$ cat config.mk
export PLATFORM = sky130hd
export DESIGN_NAME = muldiv_ctrl
export DESIGN_NICKNAME = d
export VERILOG_FILES = /design/src/rtl/muldiv_ctrl.sv
export SDC_FILE = /design/constraint.sdc
export NUM_CORES = 1
export LEC_CHECK = 0
export ABC_CLOCK_PERIOD_IN_PS = 3250
export CORE_MARGIN = 3
export CORE_UTILIZATION = 50
export DETAILED_ROUTE_END_ITERATION = 10
export GPL_ROUTABILITY_DRIVEN = 0
export PLACE_DENSITY = 0.74
export SYNTH_ARGS = -nofsm -noshare
export SYNTH_HDL_FRONTEND = slang
export SYNTH_SLANG_ARGS = --single-unit
$ cat constraint.sdc
create_clock -name clk -period 3.25 [get_ports clk]
set_input_delay 0.65 -clock clk [delete_from_list [all_inputs] [get_ports clk]]
set_output_delay 0.65 -clock clk [all_outputs]
set_load 0.01 [all_outputs]
$ cat src/rtl/muldiv_ctrl.sv
// rtl/muldiv_ctrl.sv - iterative MULT/MULTU/DIV/DIVU unit owning HI/LO, 1 bit per cycle
// Magnitudes are computed up front; signs are reapplied in FIN so the datapath stays unsigned.
module muldiv_ctrl #(
   parameter int WIDTH = 32
) (
   input  logic             clk,
   input  logic             reset,
   input  logic             start_ex_i,
   input  logic [1:0]       op_ex_i,
   input  logic [WIDTH-1:0] rs_data_ex_i,
   input  logic [WIDTH-1:0] rt_data_ex_i,
   input  logic             flush_ex_i,
   input  logic             hilo_rd_iss_i,
   output logic             busy_o,
   output logic             stall_iss_o,
   output logic             done_o,
   output logic [WIDTH-1:0] hi_o,
   output logic [WIDTH-1:0] lo_o
);

   localparam int CW = $clog2(WIDTH);
   localparam logic [CW-1:0] LAST = CW'(WIDTH - 1);

   typedef enum logic [1:0] {IDLE, RUN, FIN} state_t;

   state_t             state, next_state;
   logic [CW-1:0]      count;
   logic [2*WIDTH-1:0] acc, acc_next, prod_fix;
   logic [WIDTH-1:0]   opnd, quo_fix, rem_fix, mag_rs, mag_rt;
   logic [WIDTH:0]     step_sum, step_diff;
   logic               op_div, neg_res, neg_rem, div_zero;
   logic               accept, signed_op;

   assign accept      = (state == IDLE) & start_ex_i & ~flush_ex_i;
   assign busy_o      = (state != IDLE);
   assign stall_iss_o = hilo_rd_iss_i & (busy_o | accept);

   assign signed_op = ~op_ex_i[0];
   assign mag_rs    = (signed_op & rs_data_ex_i[WIDTH-1]) ? -rs_data_ex_i : rs_data_ex_i;
   assign mag_rt    = (signed_op & rt_data_ex_i[WIDTH-1]) ? -rt_data_ex_i : rt_data_ex_i;

   always_ff @(posedge clk) begin
      if (reset) state <= IDLE;
      else       state <= next_state;
   end

   always_comb begin
      next_state = state;
      case (state)
         IDLE:    if (accept) next_state = RUN;
         RUN:     if (count == LAST) next_state = FIN;
         FIN:     next_state = IDLE;
         default: next_state = IDLE;
      endcase
   end

   // MUL: multiplier sits in acc low half and shifts out as the product shifts in.
   // DIV: acc = {remainder, dividend/quotient}; quotient bits enter at the bottom.
   always_comb begin
      step_sum  = {1'b0, acc[2*WIDTH-1:WIDTH]} + (acc[0] ? {1'b0, opnd} : '0);
      step_diff = acc[2*WIDTH-1:WIDTH-1] - {1'b0, opnd};
      if (!op_div)
         acc_next = {step_sum, acc[WIDTH-1:1]};
      else if (!step_diff[WIDTH])
         acc_next = {step_diff[WIDTH-1:0], acc[WIDTH-2:0], 1'b1};
      else
         acc_next = {acc[2*WIDTH-2:0], 1'b0};
      prod_fix = neg_res ? -acc : acc;
      quo_fix  = neg_res ? -acc[WIDTH-1:0] : acc[WIDTH-1:0];
      rem_fix  = neg_rem ? -acc[2*WIDTH-1:WIDTH] : acc[2*WIDTH-1:WIDTH];
   end

   always_ff @(posedge clk) begin
      if (reset) begin
         count    <= '0;
         acc      <= '0;
         opnd     <= '0;
         op_div   <= 1'b0;
         neg_res  <= 1'b0;
         neg_rem  <= 1'b0;
         div_zero <= 1'b0;
         done_o   <= 1'b0;
         hi_o     <= '0;
         lo_o     <= '0;
      end else begin
         done_o <= 1'b0;
         case (state)
            IDLE: if (accept) begin
               op_div   <= op_ex_i[1];
               opnd     <= op_ex_i[1] ? mag_rt : mag_rs;
               acc      <= {{WIDTH{1'b0}}, (op_ex_i[1] ? mag_rs : mag_rt)};
               neg_res  <= signed_op & (rs_data_ex_i[WIDTH-1] ^ rt_data_ex_i[WIDTH-1]);
               neg_rem  <= signed_op & rs_data_ex_i[WIDTH-1];
               div_zero <= op_ex_i[1] & (rt_data_ex_i == '0);
               count    <= '0;
            end
            RUN: begin
               acc   <= acc_next;
               count <= (count == LAST) ? count : count + CW'(1);
            end
            FIN: begin
               done_o <= 1'b1;
               if (op_div) begin
                  // A zero divisor leaves the dividend in the remainder; only LO needs forcing.
                  hi_o <= rem_fix;
                  lo_o <= div_zero ? '1 : quo_fix;
               end else begin
                  {hi_o, lo_o} <= prod_fix;
               end
            end
            default: ;
         endcase
      end
   end

endmodule
==> run metrics <==
status=complete, no violations; ys async rst share=0%; gr ovfl total=0; CTS Root Cell=clkbuf_16; Relative slew margins=a little under two fifths; cell count after placement=roughly 2,400; Slew Limit Fails=0; DRC Markers=0; CTS Buffer Depth=2; WP buf/inv=1; core footprint=around 0.027 sq mm; filler cell count=2,373; Most Frequent Cell on Critical Path=a21oi_1; Cell Rows=60; crit path DAT=3.47 ns; worst min path class=reg -> reg; critical path endpoint category=flop; max incr delay on CP=0.37 ns; number of global-route vias before repair=14,176; hold wc startpoint=hi_o[17]; die area=about 0.030 sq mm; Hold Violations, Final=0; synthesized area=0.01406 sq mm; Clock Skews=0.01633 ns; register area share after synthesis=approximately a quarter; Yosys cell types=79; final hold slack=roughly 0.45 ns; ANT nets after route=0; Reg-to-Reg Start=opnd[11]; Starting Density=roughly half; top_reg_cell synth=dfxtp_1; CTS sink count=~170; first-pass GRT wire length=about 76,000 um; crit share post-route=between 90% and 100%; layout cells sized above 1=approximately 14%; Syn Inst Count=between 1,500 and 2,000; Worst Path Max Fanout=6; CTS tree=yes; Worst EP required=~3.6 ns; Crit. Startpoint=opnd[11]; Max-Cap Viols=0; routed len/inst=roughly 20 um; DP HPWL=37,310 um; CP max-delay cell=o311ai_1; Final Non-Filler Cells=2,465; CTS H-tree lvls=4; #FFs+latches synth=roughly 170; worst-margin pin slew=roughly 0.93 ns; GRT Overall Usage=30.92%; initial antenna violation count=1; Net Count, Synth=2,004; clk_lat worst skew=roughly 0.44 ns; Yosys warnings=0; syn avg cell area=7.556 sq um; Clock transition at path regs=around 0.080 ns; Post-synth EDFFs=0; vias per cell=just over 6; die height=between 150 and 200 um; P_leak=slightly below 7 nW; DR pass1 iterations=5; # IOs=about 140; CTS buffer count=17; Worst setup SP type=flop; routed vias=15,343; final setup vio count=0; nets@finish=approximately 2,200; PD cells=around 370 mW/mm^2; Detailed Route WL=48,860 um; fmax=around 320 MHz; Period minus WS final=roughly 3.2 ns; Port Buffers=around 140; chip width=173.7 um; Diodes inserted=0; pin count of the biggest net entering global routing=67; drt initial violations=between 1,500 and 2,000; crit path kind=reg -> reg; CP cell instances=inv_1 -> ha_1 -> a21oi_1 -> o21ai_0 -> nor4_1 -> o31ai_1 -> a211o_1 -> a221oi_2 -> a21oi_1 -> xnor2_1 -> o311ai_1; area growth from synthesis to layout=25.75%; Max rail drop VDD=between 0.3 and 0.4 mV; CP top delay family=compound AO/OA/AOI/OAI gates
[logic make-up (layout without fill, tap and decap cells)]
| logic type | after synthesis | in the layout | share of synthesized area, % |
|---|---|---|---|
| compound gates | 604 | 604 | 27.98 |
| simple gates | 591 | 591 | 20.22 |
| fa+ha+maj | 72 | 72 | 6.514 |
| flops | 172 | 172 | 24.49 |
| xor+xnor | 174 | 174 | 10.84 |
| buf+inv | 180 | 412 | 5.072 |
| mux | 68 | 68 | 4.894 |
[cells in the final DEF, fill, tap and decap left out, types with 26 or more instances in the layout]
cell and count:
nor2_1 198, buf_4 180, dfxtp_1 170, nand2_1 164, a21oi_1 160, clkdlybuf4s50_1 135, o21ai_0 101, a211oi_1 97
xor2_1 92, xnor2_1 81, ha_1 66, mux2i_1 62, inv_1 56, nor3_1 42, o211ai_1 26
[per-stage QoR]
step	setup WS (ns)	TNS, ns	area, sq um	utilization (%)	total power, mW
floorplan	0.08621	0	14060	-	3.543
global placement	-0.2334	-3.393	16780	61.41	4.182
detailed placement	-0.3310	-5.853	16780	61.41	4.218
CTS	0.0006675	0	17450	63.85	6.391
global route	-0.04706	-0.05194	17680	64.71	6.746
finish	0.09087	0	17680	64.71	6.491
[worst reg2reg max path: stages (launching register included)]
cell	delay (ns)
dfxtp_1	0.30
inv_1	0.16
ha_1	0.35
a21oi_1	0.22
o21ai_0	0.13
nor4_1	0.32
o31ai_1	0.18
a211o_1	0.34
a221oi_2	0.37
a21oi_1	0.13
xnor2_1	0.16
o311ai_1	0.37
[area by class of cell]
class / instances / area, sq um / share of cell area [%]
clock buffers: 17 / 425.4 / 2.406
well taps: 372 / 465.4 / 2.632
inverters: 61 / 229.0 / 1.295
repair buffers: 319 / 2759 / 15.60
clock inverters: 15 / 214.0 / 1.210
flip-flops and latches: 172 / 3448 / 19.50
multi-input cells: 1509 / 10140 / 57.35
[per-layer routing]
metal / routed length (um) / vias to the layer above / share of wire (%) / track usage, %
li1: - / 7257 / - / -
met1: 20820 / 7127 / 43 / 43.18
met2: 21190 / 823 / 43 / 47.19
met3: 4644 / 134 / 9.5 / 4.665
met4: 2173 / 2 / 4.4 / 13.81
met5: 27 / - / 0.055 / 0
[final timing paths]
check	cells past startpoint	endpoint	slack [ns]
max	11	acc[62]	0.09
min	2	hi_o[17]	0.45
max reg2reg	11	acc[62]	0.09
min reg2reg	2	hi_o[17]	0.45
[synthesized netlist by cell type (5+ instances only)]
| cell type | count | share of area [%] |
|---|---|---|
| inv_1 | 59 | 1.6 |
| ha_1 | 70 | 6.2 |
| nor2b_1 | 13 | 0.58 |
| nor2_1 | 201 | 5.4 |
| mux2_2 | 6 | 0.48 |
| buf_2 | 5 | 0.18 |
| o21bai_1 | 8 | 0.43 |
| a22o_1 | 6 | 0.37 |
| xor2_1 | 92 | 5.7 |
| buf_1 | 12 | 0.32 |
| or4_1 | 13 | 0.69 |
| nand4_1 | 12 | 0.53 |
| a211oi_1 | 99 | 5.3 |
| o221ai_1 | 10 | 0.62 |
| o21a_1 | 13 | 0.69 |
| a21o_1 | 21 | 1.1 |
| nor3b_1 | 7 | 0.37 |
| nand3_1 | 23 | 0.82 |
| nand3b_1 | 7 | 0.37 |
| o41ai_1 | 17 | 1.1 |
| clkbuf_1 | 95 | 2.5 |
| o22ai_1 | 13 | 0.58 |
| nand2b_1 | 26 | 1.2 |
| a31oi_1 | 18 | 0.80 |
| nand2_1 | 164 | 4.4 |
| nor3_1 | 44 | 1.6 |
| or3_1 | 23 | 1.0 |
| a21oi_1 | 172 | 6.1 |
| and2_1 | 6 | 0.27 |
| nor4_1 | 17 | 0.76 |
| o211ai_1 | 26 | 1.4 |
| mux2i_1 | 62 | 4.4 |
| a22oi_1 | 23 | 1.2 |
| xnor2_1 | 82 | 5.1 |
| o31ai_1 | 25 | 1.3 |
| a221oi_1 | 11 | 0.69 |
| dfxtp_1 | 172 | 24 |
| or2_2 | 8 | 0.36 |
| o21ai_0 | 105 | 3.7 |
[registers in the layout, indices dropped and copies added, names as in the netlist]
name / cells
acc: 64
count: 5
div_zero: 1
done_o: 1
hi_o: 32
lo_o: 32
neg_rem: 1
neg_res: 1
op_div: 1
opnd: 32
state: 2
[where the power goes]
part	switching (mW)	total (mW)	internal [mW]
clock	1.12	2.19	1.07
combinational	1.16	2.02	0.859
sequential	0.101	2.28	2.18
[what timing repair did]
| action | 4_1_cts | 5_1_grt |
|---|---|---|
| hold buffers | 0 | 0 |
| endpoints found under the hold margin | 0 | 0 |
| resized for setup | 9 | 47 |
| pin swaps | 3 | 14 |
| endpoints found under the setup margin | 8 | 45 |
| setup buffers | 1 | 5 |
No activity file was read; power rests on OpenSTA's default activity.
